## config.mk

```make
export PLATFORM = sky130hd
export DESIGN_NAME = stream_demux_1ton
export DESIGN_NICKNAME = d
export VERILOG_FILES = /design/src/rtl/stream_demux_1ton_pkg.sv /design/src/rtl/stream_demux_1ton_slot.sv /design/src/rtl/stream_demux_1ton.sv
export SDC_FILE = /design/constraint.sdc
export NUM_CORES = 1
export LEC_CHECK = 0
export ABC_AREA = 1
export CORE_UTILIZATION = 50
export DETAILED_ROUTE_END_ITERATION = 8
export HOLD_SLACK_MARGIN = 0.15
export PLACE_DENSITY_LB_ADDON = 0.15
export SLEW_MARGIN = 25
export SYNTH_ARGS = -nofsm -noshare
export SYNTH_HDL_FRONTEND = slang
export SYNTH_SLANG_ARGS = --single-unit
```

## constraint.sdc

```tcl
create_clock -name clk -period 6.52 [get_ports clk]
set_input_delay 1.304 -clock clk [delete_from_list [all_inputs] [get_ports clk]]
set_output_delay 1.304 -clock clk [all_outputs]
set_load 0.01 [all_outputs]
```

## src/rtl/stream_demux_1ton_pkg.sv

```systemverilog
// Shared definitions for the stream demux/mux family.
// Holds the slot-state encoding and the default geometry constants.
package stream_demux_1ton_pkg;

  typedef enum logic {
    SLOT_EMPTY = 1'b0,
    SLOT_FULL  = 1'b1
  } slot_state_t;

  localparam int DEF_NUM_CH = 8;
  localparam int DEF_DATA_W = 8;
  localparam int DEF_CNT_W  = 16;

endpackage

```

## src/rtl/stream_demux_1ton_slot.sv

```systemverilog
// One-entry register slice for a single demux channel.
// A drain and a load in the same cycle keep the slot full, so there is no bubble.
module demux_slot
  import stream_demux_1ton_pkg::*;
#(
  parameter int DATA_W = DEF_DATA_W
) (
  input  logic              clk,
  input  logic              rst,
  input  logic              load,
  input  logic [DATA_W-1:0] d,
  output logic              valid,
  input  logic              ready,
  output logic [DATA_W-1:0] q
);

  slot_state_t state;

  // NOTE: sequential state uses non-blocking assignments only, so every flop samples pre-edge values.
  always_ff @(posedge clk or posedge rst) begin
    if (rst) begin
      state <= SLOT_EMPTY;
      // NOTE: the data register is reset as well, because out_data must read zero after reset.
      q     <= '0;
    end else begin
      if (load) q <= d;
      case (state)
        SLOT_EMPTY: if (load)           state <= SLOT_FULL;
        SLOT_FULL:  if (ready && !load) state <= SLOT_EMPTY;
        default:                        state <= SLOT_EMPTY;
      endcase
    end
  end

  assign valid = (state == SLOT_FULL);

endmodule

```

## src/rtl/stream_demux_1ton.sv

```systemverilog
// Registered 1-to-N stream demultiplexer with per-channel holding slots.
// Out-of-range unicast words are discarded and counted; broadcast needs every slot free.
module stream_demux_1ton
  import stream_demux_1ton_pkg::*;
#(
  parameter int NUM_CH = DEF_NUM_CH,
  parameter int DATA_W = DEF_DATA_W,
  parameter int SEL_W  = $clog2(NUM_CH),
  parameter int CNT_W  = DEF_CNT_W
) (
  input  logic                     clk,
  input  logic                     rst,
  input  logic                     in_valid,
  output logic                     in_ready,
  input  logic [DATA_W-1:0]        in_data,
  input  logic [SEL_W-1:0]         in_sel,
  input  logic                     in_bcast,
  output logic [NUM_CH-1:0]        out_valid,
  input  logic [NUM_CH-1:0]        out_ready,
  output logic [NUM_CH*DATA_W-1:0] out_data,
  output logic [CNT_W-1:0]         drop_cnt,
  output logic                     sel_err
);

  logic [NUM_CH-1:0] sel_hot;
  logic [NUM_CH-1:0] slot_free;
  logic [NUM_CH-1:0] load;
  logic              in_range;
  logic              accept;
  logic              drop;

  // Decoding into a one-hot vector avoids indexing with an out-of-range select.
  always_comb begin
    // NOTE: every always_comb output gets a default first, so no path can infer a latch.
    sel_hot = '0;
    for (int k = 0; k < NUM_CH; k++) begin
      sel_hot[k] = (in_sel == SEL_W'(k));
    end
  end

  assign in_range  = |sel_hot;
  assign slot_free = ~out_valid | out_ready;

  always_comb begin
    in_ready = 1'b1;
    if (in_bcast)      in_ready = &slot_free;
    else if (in_range) in_ready = |(sel_hot & slot_free);
  end

  assign accept = in_valid & in_ready;
  assign drop   = accept & ~in_bcast & ~in_range;

  always_comb begin
    load = '0;
    if (accept) load = in_bcast ? {NUM_CH{1'b1}} : sel_hot;
  end

  always_ff @(posedge clk or posedge rst) begin
    if (rst) begin
      drop_cnt <= '0;
      sel_err  <= 1'b0;
    end else begin
      sel_err <= drop;
      if (drop && (drop_cnt != {CNT_W{1'b1}})) drop_cnt <= drop_cnt + CNT_W'(1);
    end
  end

  for (genvar k = 0; k < NUM_CH; k++) begin : g_slot
    demux_slot #(
      .DATA_W(DATA_W)
    ) u_slot (
      .clk  (clk),
      .rst  (rst),
      .load (load[k]),
      .d    (in_data),
      .valid(out_valid[k]),
      .ready(out_ready[k]),
      .q    (out_data[k*DATA_W +: DATA_W])
    );
  end

endmodule

```

# Word level (Yosys, flattened, before mapping)
# Index checks and enable logic that the tools add are counted.
word_totals:
  input_bits: 23
  ff_bits: 89
  latch_bits: 0
  ramBits: 0
  rom_bits: 0
  n_memories: 0
classes:
  reduce_logical: 21
  mul: 0
  shift: 0
  n_eq_ne: 8
  n_mux: 28
  bitwise: 16
  magnitude_cmp: 0
  div: 0
  add_sub_neg: 1
ops:
  columns: ["operator", "count"]
  rows:
  - ["$mux W1", 18]
  - ["$add A16 B1 Y16 const B", 1]
  - ["$mux W8", 2]
  - ["$ne A16 B16 Y1 const B", 1]
  - ["$pmux W1 S2", 8]
  - ["$reduce_or A8 Y1", 2]
  - ["$eq A3 B3 Y1 const B", 4]
  - ["$not A1 Y1", 10]
  - ["$logic_and A1 B1 Y1", 9]
  - ["$and A8 B8 Y8", 1]
  - ["$logic_not A1 Y1", 8]
  - ["$not A8 Y8", 1]
  - ["$or A8 B8 Y8", 1]
  - ["$reduce_and A8 Y1", 1]
  - ["$eq A3 B2 Y1 const B", 2]
  - ["$and A1 B1 Y1", 3]
  - ["$eq A3 B1 Y1 const B", 1]
  - ["$logic_not A3 Y1", 1]

# Logic depth before layout (Yosys ltp)
# Gate-level depths: netlist of the first run.
logic_depth:
  ltp_word: 12
  depth_mapped: 13
  mapped_depth_nobuf: 11

# By module
# Synthesis of the first run repeated with hierarchy kept, for this count alone.
hier_totals:
  cells_unflattened: 421
  area_unflattened_um2: 3593.4
modules_own_cells:
  columns: ["mod", "seq_area_each_um2", "instances", "area_per_inst_um2", "cells_per_inst"]
  rows:
  - ["demux_slot", 225.2, 8, 345.3, 39]
  - ["stream_demux_1ton", 425.4, 1, 830.8, 109]

# Worst setup path before layout of the first run
# Ideal clock, no wire load.
synth_timing:
  path_kind: "input to output"
  startpoint: "input port in_sel[2]"
  endpoint: "output port in_ready"
  required_ns: 5.216
  cell_stages: 10
  t_arrival_ns: 2.161
  path_slack_ns: 3.055
  path_cell_list: "buf_4 > inv_2 > nor2_1 > nand2_1 > nand2_1 > nor2_1 > nand2_1 > nand2_1 > nand2_4 > buf_2"
synth_between:
  elab_chain_cells: 5
synth_rtl:
  columns: ["element", "line_no", "source"]
  rows:
  - ["start: declaration", "stream_demux_1ton.sv:16", "input logic [SEL_W-1:0] in_sel,"]
  - ["$eq A3 B1 Y1, or another cell as far along", "stream_demux_1ton.sv:37", "sel_hot[k] = (in_sel == SEL_W'(k));"]
  - ["$and A8 B8 Y8", "stream_demux_1ton.sv:47", "else if (in_range) in_ready = |(sel_hot & slot_free);"]
  - ["$reduce_or A8 Y1", "stream_demux_1ton.sv:47", null]
  - ["$mux W1 *", "stream_demux_1ton.sv:47", null]
  - ["$mux W1 *", "stream_demux_1ton.sv:46", "if (in_bcast) in_ready = &slot_free;"]
  - ["end: declaration", "stream_demux_1ton.sv:14", "output logic in_ready,"]
# Every way passes the cells marked *; elsewhere a longest branch is shown, timed or not.

# Worst setup path after layout of the first run
# Same ends and word-level chain as after synthesis.

==> results.toml, run 1 <==
[cts]
clockRootBuffer = "clkbuf_8"
holdBufCountCts = 0
cts_sinks = 89
cts_made_buffers = 9
clkSlewWorstSetupHoldPaths_ns = 0.08
post_cts_buffers = 0
cts_resized = 0
clockBufferDepth = 2
clock_latency_ns = 0.35
cts_tree = "yes"
cts.htree.levels = 3

[logic_synthesis]
synth_flop_cell = "dfrtp_1"
netlist.area_leader.share_pct = 59.57
synthMuxAreaShare_pct = 0
yosys-top-cells-count = "nand2_1, dfrtp_1, nand4_1, clkbuf_1, inv_1"
ys_types = 18
avgSynthCellArea_um2 = 9.141
synth_fa_ha_area_share_pct = 0
yosysMostFrequentCell = "nand2_1"
synth_fp_nets = 432
synth_edf_count = 0
syn-cell-area_um2 = 3739
yosys_warnings = 0
synth_compound_area_share_pct = 0.4016
synthCells = 409
async_flop_share_pct = 100.0
ys_top_cells_by_area = "dfrtp_1, nand2_1, nand4_1"
yosys.area_share.simple_pct = 32.46
synth_xor_area_share_pct = 0
synth_top_family_by_area = "simple AND/OR/NAND/NOR gates"
yosysSeqAreaShare_pct = 59.57
synth_top_area_cell = "dfrtp_1"
ys_ff_latch = 89

[critical_path]
critPathArrivalTime_ns = 3.09
path_class = "primary input to primary output"
slowest_delay_ns = 0.65
critPathRequiredTime_ns = 5.22
r2r_cells = 9
cp_common_cell = "nand2_1"
endpoint_kind = "primary output"
slowest_stage = "clkdlybuf4s50_1"
start_kind = "primary input"
crit_chain = "clkdlybuf4s50_1 -> inv_2 -> nor2_1 -> nand2_1 -> nand2_1 -> nor2_1 -> nand2_1 -> nand2_1 -> nand2_4 -> clkdlybuf4s50_1"
cp_max_fo = 9

[timing]
fmax_ghz = 0.2273
fin_tns_setup_ns = 0
fin_crit_sh_pct = 67.47
hold_slack_ns = 0.3781
setup_viol_count_final = 0
rsz0062_at_grt = "false"
period_needed_ns = 4.399
fin_worst_skew_ns = 0.009702
finalHoldViolations = 0
worstMarginPinSlew_ns = 0.8274
slew_violations = 0
relSlewSlack_pct = 44.47

[route]
avgViaCountPerCell = 5.310
drt_iter0_drc = 211
drt_pass1_iterations = 5
drc_errors = 0
dr_total_vias = 3138
routedWlPerCell_um = 16.07
totalWireLength_um = 9500
antenna_left = 0

[hold_path]
hold_depth = 0
worst_hold_path_type = "flip-flop to flip-flop"

[finish]
drive_gt1_share_pct = 5.894
syn_to_final_growth_pct = 32.66
n_antenna_cell = 0
fin_nets = 510

[floorplanning]
rows = 31
core_area_um2 = 7253
initial_utilization_pct = 51.54
boundaryPins = 113
die_area_um2 = 7827
die_y_um = 88.47
die_width_um = 88.47

[global_route]
grtUsageMet1_pct = 37.57
top_usage_layer = "met1"
grtUsageTotal_pct = 25.29
grt_max_degree = 90
grt_use_met2_pct = 37.27
overflow = 0
grt_pass1_vias = 2808
grt_use_met3_pct = 3.358
grt_pass1_wl_um = 14700
antenna_found_initial = 0

[placed_design]
routabilityCongestion = 0.8342
io_buffer_count = 112
dp_hpwl_um = 6170

[power]
cellPowerDensity_nw_per_um2 = 343.8
leakagePower_nw = 2.444
irDropWorstVdd_mv = 0.1937

[run_status]
outcome = "complete, no violations"

[job]
cap_violations = 0
area by class of cell:
cell class	count	area, um2
Fill cell	627	2293
Timing Repair Buffer	115	1142
Sequential cell	89	2227
Clock buffer	13	158.9
Clock inverter	3	25.02
Inverter	13	50.05
Tap cell	99	123.9
Multi-Input combinational cell	259	1232
power by group:
part | total, W | internal [W] | leakage, nW | switching [W]
clock | 0.000351 | 0.000161 | 0.0898 | 0.000190
sequential | 0.000773 | 0.000687 | 1.14 | 0.0000859
combinational | 0.000581 | 0.000304 | 1.22 | 0.000277
metrics by stage:
step	std cells	cell area, um2	total power (W)	utilization [%]	worst slack (ns)
6_report	591	4960	0.001705	68.38	2.121
5_1_grt	591	4960	0.001804	68.38	1.946
4_1_cts	591	4960	0.001717	68.38	2.128
3_5_place_dp	575	4776	0.001365	65.84	2.131
3_3_place_gp	575	4772	0.001352	65.79	2.183
2_1_floorplan	409	3739	0.001028	-	2.909
sequential cells by signal, indices dropped and copies added (netlist names):
signal and count:
g_slot.u_slot.q 64, drop_cnt 16, g_slot.u_slot.valid 8, sel_err 1
logic make-up after synthesis:
family                 count (synthesis)
other                                  1
buffers and inverters                 61
AOI/OAI and AO/OA                      3
DFF                                   89
and+or+nand+nor                      255
worst paths after layout:
check | startpoint | end | slack [ns]
max | in_sel[2] | in_ready | 2.12
min | drop_cnt[4] | drop_cnt[4] | 0.38
max reg2reg | g_slot[4].u_slot.valid | g_slot[3].u_slot.q[1] | 4.01
min reg2reg | drop_cnt[4] | drop_cnt[4] | 0.38
max in group asynchronous | rst | g_slot[7].u_slot.q[0] | 4.50
min in group asynchronous | rst | g_slot[2].u_slot.q[5] | 1.49
cells in the final DEF (no fill, tap or decap), drive strengths merged:
master	n
clkinvlp	1
conb	1
a21oi	1
o21ai	2
nand3	15
clkbuf	13
dfrtp	89
inv	12
nand2	167
nand4	65
clkdlybuf4s50	111
buf	4
nor2	8
clkinv	3
worst max-delay path, delay by kind of cell:
kind	cells	cell delay (ns)
buffers and inverters	3	1.31
AND/OR/NAND/NOR	7	0.47
metal layers:
| metal | up-vias | part of all wire, % |
|---|---|---|
| met5 | - | 0 |
| met4 | 0 | 2.5 |
| met3 | 20 | 6.6 |
| met2 | 133 | 46 |
| met1 | 1495 | 45 |
| li1 | 1490 | - |
Power figures use the tool's default switching activity.
==> run 2: changes to the inputs <==
--- a/config.mk
+++ b/config.mk
@@ -6,7 +6,7 @@
 export NUM_CORES = 1
 export LEC_CHECK = 0
 export ABC_AREA = 1
-export CORE_UTILIZATION = 50
+export CORE_UTILIZATION = 42
 export DETAILED_ROUTE_END_ITERATION = 8
 export HOLD_SLACK_MARGIN = 0.15
 export PLACE_DENSITY_LB_ADDON = 0.15
==> constraint.sdc (replaced) <==
create_clock -name clk -period 3.7 [get_ports clk]
set_input_delay 0.74 -clock clk [delete_from_list [all_inputs] [get_ports clk]]
set_output_delay 0.74 -clock clk [all_outputs]
set_load 0.01 [all_outputs]
==> run 2 against run 1 <==
  * First-iteration DRC count down 18%
  * Largest power group unchanged
  * Cell area up 2.2%
  * Die area up 19%
  * Clock skew down 0.0033 ns
  * Register-to-register slack worse by 2.3 ns
  * Worst setup slack worse by 1.7 ns
  * Critical endpoint unchanged
  * Total power up 87%
  * Flip-flop and latch count unchanged
==> results.toml, run 2 (same netlist as run 1, synthesis figures left out) <==
[global_route]
antenna_found_initial = 0
overflow = 0
grtUsageTotal_pct = 22.52
grt_pass1_wl_um = 15400
grt_pass1_vias = 2927
grt_max_degree = 73

[finish]
syn_to_final_growth_pct = 35.54
final_common_cell = "nand2_1"
final_cell_mix = "nand2_1, clkdlybuf4s50_1, dfrtp_1, nand4_1"
regMostFlops = "g_slot.u_slot.q"
fin_cells = 600
largest_reg_flops = 64
fin_nets = 511
drive_gt1_share_pct = 6.301
n_antenna_cell = 0

[critical_path]
slowest_stage = "clkdlybuf4s50_1"
cp_common_cell = "nand2_1"
critPathRequiredTime_ns = 2.96
cp.depth = 10
critPathArrivalTime_ns = 2.55
critPathBufInv = 3
crit_chain = "clkdlybuf4s50_1 -> inv_2 -> nor2_1 -> nand2_1 -> nand2_1 -> nor2_1 -> nand2_1 -> nand2_1 -> nand2_4 -> clkdlybuf4s50_1"
r2r_setup_slack_ns = 1.68
endpoint_kind = "primary output"
slowest_delay_ns = 0.65
cp_top_family = "buffers and inverters"
regToRegEndpoint = "g_slot[3].u_slot.q[0]"
r2r_cells = 9
start_kind = "primary input"
cp_max_fo = 9
timing.rr.start = "g_slot[5].u_slot.valid"
path_class = "primary input to primary output"

[cts]
clock_latency_ns = 0.35
clockBufferDepth = 2
clkSlewWorstSetupHoldPaths_ns = 0.09
cts_made_buffers = 9
cts_resized = 0
clockRootBuffer = "clkbuf_8"
cts.htree.levels = 3
cts_tree = "yes"
holdBufCountCts = 0
cts_sinks = 89
post_cts_buffers = 0

[floorplanning]
die_area_um2 = 9282
core_area_um2 = 8678
boundaryPins = 113
die_y_um = 96.35
die_width_um = 96.35
rows = 34
initial_utilization_pct = 43.08

[timing]
slew_violations = 0
fin_worst_skew_ns = 0.006420
fmax_ghz = 0.3039
period_needed_ns = 3.291
fin_crit_sh_pct = 88.94
relSlewSlack_pct = 40.04
setup_viol_count_final = 0
worstMarginPinSlew_ns = 0.8933
finalHoldViolations = 0
fin_tns_setup_ns = 0
rsz0062_at_grt = "false"

[placed_design]
io_buffer_count = 112
dp_hpwl_um = 6462
routabilityCongestion = 0.8855
place_inst = 585

[route]
wl_met1_um = 4436
drc_errors = 0
routed-wl-met3_um = 598
highest_layer = "met4"
drt_iter0_drc = 172
dr_total_vias = 3133
avgViaCountPerCell = 5.222
totalWireLength_um = 9772
wl_met2_um = 4624
routedWlPerCell_um = 16.29
drt_pass1_iterations = 6
antenna_left = 0

[power]
irDropWorstVdd_mv = 0.2878
p_seq_share_pct = 42.6
cellPowerDensity_nw_per_um2 = 630.3
leakagePower_nw = 2.488
power.switching_w = 0.0009892
combPwrFrac_pct = 32.4
p_int_w = 0.002205
swShare_pct = 30.97
p_clk_share_pct = 25.0

[hold_path]
worst_hold_path_type = "flip-flop to flip-flop"
whs_endpoint = "drop_cnt[4]"
hold_depth = 0
hold_start = "drop_cnt[4]"

[run_status]
outcome = "complete, no violations"

[job]
cap_violations = 0
-- run 2: cell types whose count changed in the layout (fill, tap and decap cells not counted) --
cell       change
clkbuf_1       -2
buf_6          -1
buf_12         +3
clkbuf_8       -2
clkinv_4       -2
buf_4          -1
bufinv_16      +3
inv_6          +2
-- run 2: layout make-up --
cell class	instances	area, um2
fillers	788	3611
flip-flops and latches	89	2227
multi-input cells	259	1232
repair buffers	116	1184
well taps	108	135.1
clock buffers	9	123.9
clock inverters	6	115.1
inverters	13	50.05
-- run 2: how the worst max path moves through the flow --
stage | endpoint | start | slack [ns]
after detailed placement | in_ready | in_sel[2] | 0.44
after CTS | in_ready | in_sel[2] | 0.43
after floorplan | drop_cnt[0] | rst | 0.65
after global placement | in_ready | in_sel[2] | 0.48
after global routing | in_ready | in_sel[2] | 0.26
final | in_ready | in_sel[2] | 0.41
-- run 2: power groups by stage --
stage / combinational (W) / clock [W] / sequential, W
2_1_floorplan: 0.000353 / 0 / 0.00146
3_3_place_gp: 0.00103 / 0 / 0.00138
3_5_place_dp: 0.00105 / 0 / 0.00137
4_1_cts: 0.00105 / 0.000817 / 0.00136
5_1_grt: 0.00114 / 0.000853 / 0.00139
6_report: 0.00103 / 0.000800 / 0.00136
-- run 2: per-stage QoR --
step	cell area [um2]	utilization, %	setup WS, ns	hold WS [ns]	power (W)
floorplan	3739	-	0.6531	0.4878	0.001811
detailed placement	4828	55.64	0.4361	0.3671	0.002421
finish	5067	58.39	0.4094	0.3826	0.003194
global route	5067	58.39	0.2627	0.3957	0.003379
global placement	4828	55.64	0.4801	0.3645	0.002406
CTS	5067	58.39	0.4252	0.3878	0.003226
-- run 2: routing by layer --
metal | track usage [%] | up-vias
met5 | 0 | -
met4 | 7.475 | 0
met3 | 4.344 | 12
met2 | 34.16 | 113
met1 | 32.49 | 1518
li1 | - | 1490
==> run 3: changes to the inputs <==
--- a/config.mk
+++ b/config.mk
@@ -8,6 +8,7 @@
 export ABC_AREA = 1
 export CORE_UTILIZATION = 42
 export DETAILED_ROUTE_END_ITERATION = 8
+export GPL_TIMING_DRIVEN = 0
 export HOLD_SLACK_MARGIN = 0.15
 export PLACE_DENSITY_LB_ADDON = 0.15
 export SLEW_MARGIN = 25
==> constraint.sdc (replaced) <==
create_clock -name clk -period 2.8 [get_ports clk]
set_input_delay 0.56 -clock clk [delete_from_list [all_inputs] [get_ports clk]]
set_output_delay 0.56 -clock clk [all_outputs]
set_load 0.01 [all_outputs]
==> run 3 against run 2 <==
  * First-iteration DRC count increased by 21%
  * Clock power down 2.6%
  * Total power increased by 25%
  * Register-to-register slack got worse by 0.76 ns
  * Sequential power increased by 32%
  * Sequential share of layout area down 0.74 points
  * Die area did not move
  * Critical path depth unchanged
  * Count of clock-buffer cells in the layout increased by 1
  * Cell area up 1.7%
  * Largest cell class unchanged
  * Largest power group unchanged
  * Highest routed layer unchanged
==> results.toml, run 3 (same netlist as run 1, synthesis figures left out) <==
[hold_path]
hold_start = "drop_cnt[7]"
whs_endpoint = "drop_cnt[7]"
worst_hold_path_type = "flip-flop to flip-flop"
hold_depth = 1

[critical_path]
slowest_stage = "clkdlybuf4s50_1"
critPathRequiredTime_ns = 2.24
critPathArrivalTime_ns = 1.74
start_kind = "primary input"
r2r_setup_slack_ns = 0.92
cp_common_cell = "nand2_1"
regToRegEndpoint = "g_slot[3].u_slot.q[1]"
r2r_cells = 11
cp_max_fo = 3
slowest_delay_ns = 0.40
path_class = "primary input to primary output"
endpoint_kind = "primary output"
timing.rr.start = "g_slot[6].u_slot.valid"
crit_chain = "clkdlybuf4s50_1 -> inv_1 -> nand2_1 -> nand3_1 -> nand2_1 -> nor2_1 -> nand2_1 -> nand2_1 -> nand2_4 -> dlymetal6s2s_1"

[global_route]
grtUsageTotal_pct = 23.11
grt_pass1_wl_um = 15840
antenna_found_initial = 0
grt_pass1_vias = 3090
overflow = 0
grt_max_degree = 26

[run_status]
outcome = "complete, no violations"

[route]
avgViaCountPerCell = 5.110
routedWlPerCell_um = 15.77
highest_layer = "met4"
wl_met1_um = 4430
antenna_left = 0
drc_errors = 0
drt_pass1_iterations = 5
routed-wl-met3_um = 671
dr_total_vias = 3255
wl_met2_um = 4746
drt_iter0_drc = 208
totalWireLength_um = 10050

[timing]
finalHoldViolations = 0
setup_viol_count_final = 0
relSlewSlack_pct = 44.71
fin_worst_skew_ns = 0.008034
rsz0062_at_grt = "false"
fin_tns_setup_ns = 0
period_needed_ns = 2.303
fin_crit_sh_pct = 82.25
hold_slack_ns = 0.4603
worstMarginPinSlew_ns = 0.8238
fmax_ghz = 0.4342
worst_slack_ns = 0.4970
slew_violations = 0

[cts]
holdBufCountCts = 0
cts_tree = "yes"
clkSlewWorstSetupHoldPaths_ns = 0.09
cts.htree.levels = 3
clock_latency_ns = 0.35
clockRootBuffer = "clkbuf_8"
cts_sinks = 89
cts_made_buffers = 9
clockBufferDepth = 2

[placed_design]
dp_hpwl_um = 7109
dp_slack_ns = -0.3813
io_buffer_count = 102
routabilityCongestion = 0.9087

[power]
swShare_pct = 32.58
p_clk_share_pct = 19.6
combPwrFrac_pct = 35.6
irDropWorstVdd_mv = 0.3866
cellPowerDensity_nw_per_um2 = 772.5
leakagePower_nw = 2.554
p_seq_share_pct = 44.9
power.switching_w = 0.001297
p_int_w = 0.002684

[finish]
final_cell_mix = "nand2_1, clkdlybuf4s50_1, dfrtp_1, nand4_1, clkbuf_1"
n_antenna_cell = 0
regMostFlops = "g_slot.u_slot.q"
fin_nets = 548
final_common_cell = "nand2_1"
drive_gt1_share_pct = 8.885
syn_to_final_growth_pct = 37.85
largest_reg_flops = 64
post-route-util_pct = 59.39

[floorplanning]
die_area_um2 = 9282
boundaryPins = 113
die_y_um = 96.35
core_area_um2 = 8678
die_width_um = 96.35
initial_utilization_pct = 43.08
rows = 34

[job]
cap_violations = 0
## run 3: cell types whose count changed in the layout (fill, tap and decap cells not counted), moves of 3 or more
cell | previous run | this run
buf_2 | 1 | 6
buf_1 | 0 | 8
buf_4 | 1 | 10
clkbuf_1 | 0 | 23
bufinv_16 | 3 | 0
clkdlybuf4s50_1 | 111 | 99
## run 3: worst max path at each step
| stage | from | endpoint | slack (ns) |
|---|---|---|---|
| global route | out_ready[6] | in_ready | 0.34 |
| finish | out_ready[6] | in_ready | 0.50 |
| floorplan | in_sel[2] | in_ready | 0.82 |
| detailed placement | in_sel[0] | in_ready | -0.38 |
| global placement | in_sel[0] | in_ready | -0.34 |
| CTS | out_ready[1] | in_ready | 0.11 |
## run 3: stage by stage
stage	power, W	cell area, um2	std cells
finish	0.003981	5154	637
CTS	0.004018	5151	637
global placement	0.003191	4898	619
floorplan	0.002393	3742	409
global route	0.004233	5154	637
detailed placement	0.003234	4974	622
## run 3: final cells by class
| cell class | instances | area (um2) |
|---|---|---|
| Clock buffer | 10 | 137.6 |
| Fill cell | 803 | 3525 |
| Clock inverter | 5 | 32.53 |
| Sequential cell | 89 | 2227 |
| Timing Repair Buffer | 106 | 1104 |
| Inverter | 13 | 52.55 |
| Multi-Input combinational cell | 259 | 1240 |
| Tap cell | 108 | 135.1 |
| Buffer | 47 | 225.2 |
## run 3: worst max-delay path: cells and delay by family
family | cells | cell delay (ns)
simple gates | 7 | 0.56
buf+inv | 3 | 0.62
## run 3: layer usage
layer | up-vias | GRT usage (%)
met5 | - | 0
met4 | 0 | 8.824
met3 | 15 | 4.423
met2 | 112 | 36.52
met1 | 1572 | 31.56
li1 | 1556 | -
## run 3: timing repair
item | 4_1_cts | 5_1_grt
buffers inserted | 1 | 0
setup endpoints to repair | 1 | 1
cloned | 0 | 0
pin swaps | 1 | 0
gates resized for setup | 4 | 1
## run 3: power by group through the flow
stage                     registers (W)  clock network [W]  logic, W
after global routing            0.00182           0.000847   0.00156
after CTS                       0.00179           0.000796   0.00143
after global placement          0.00180                  0   0.00139
after detailed placement        0.00181                  0   0.00143
final                           0.00179           0.000779   0.00142
after floorplan                 0.00193                  0  0.000467
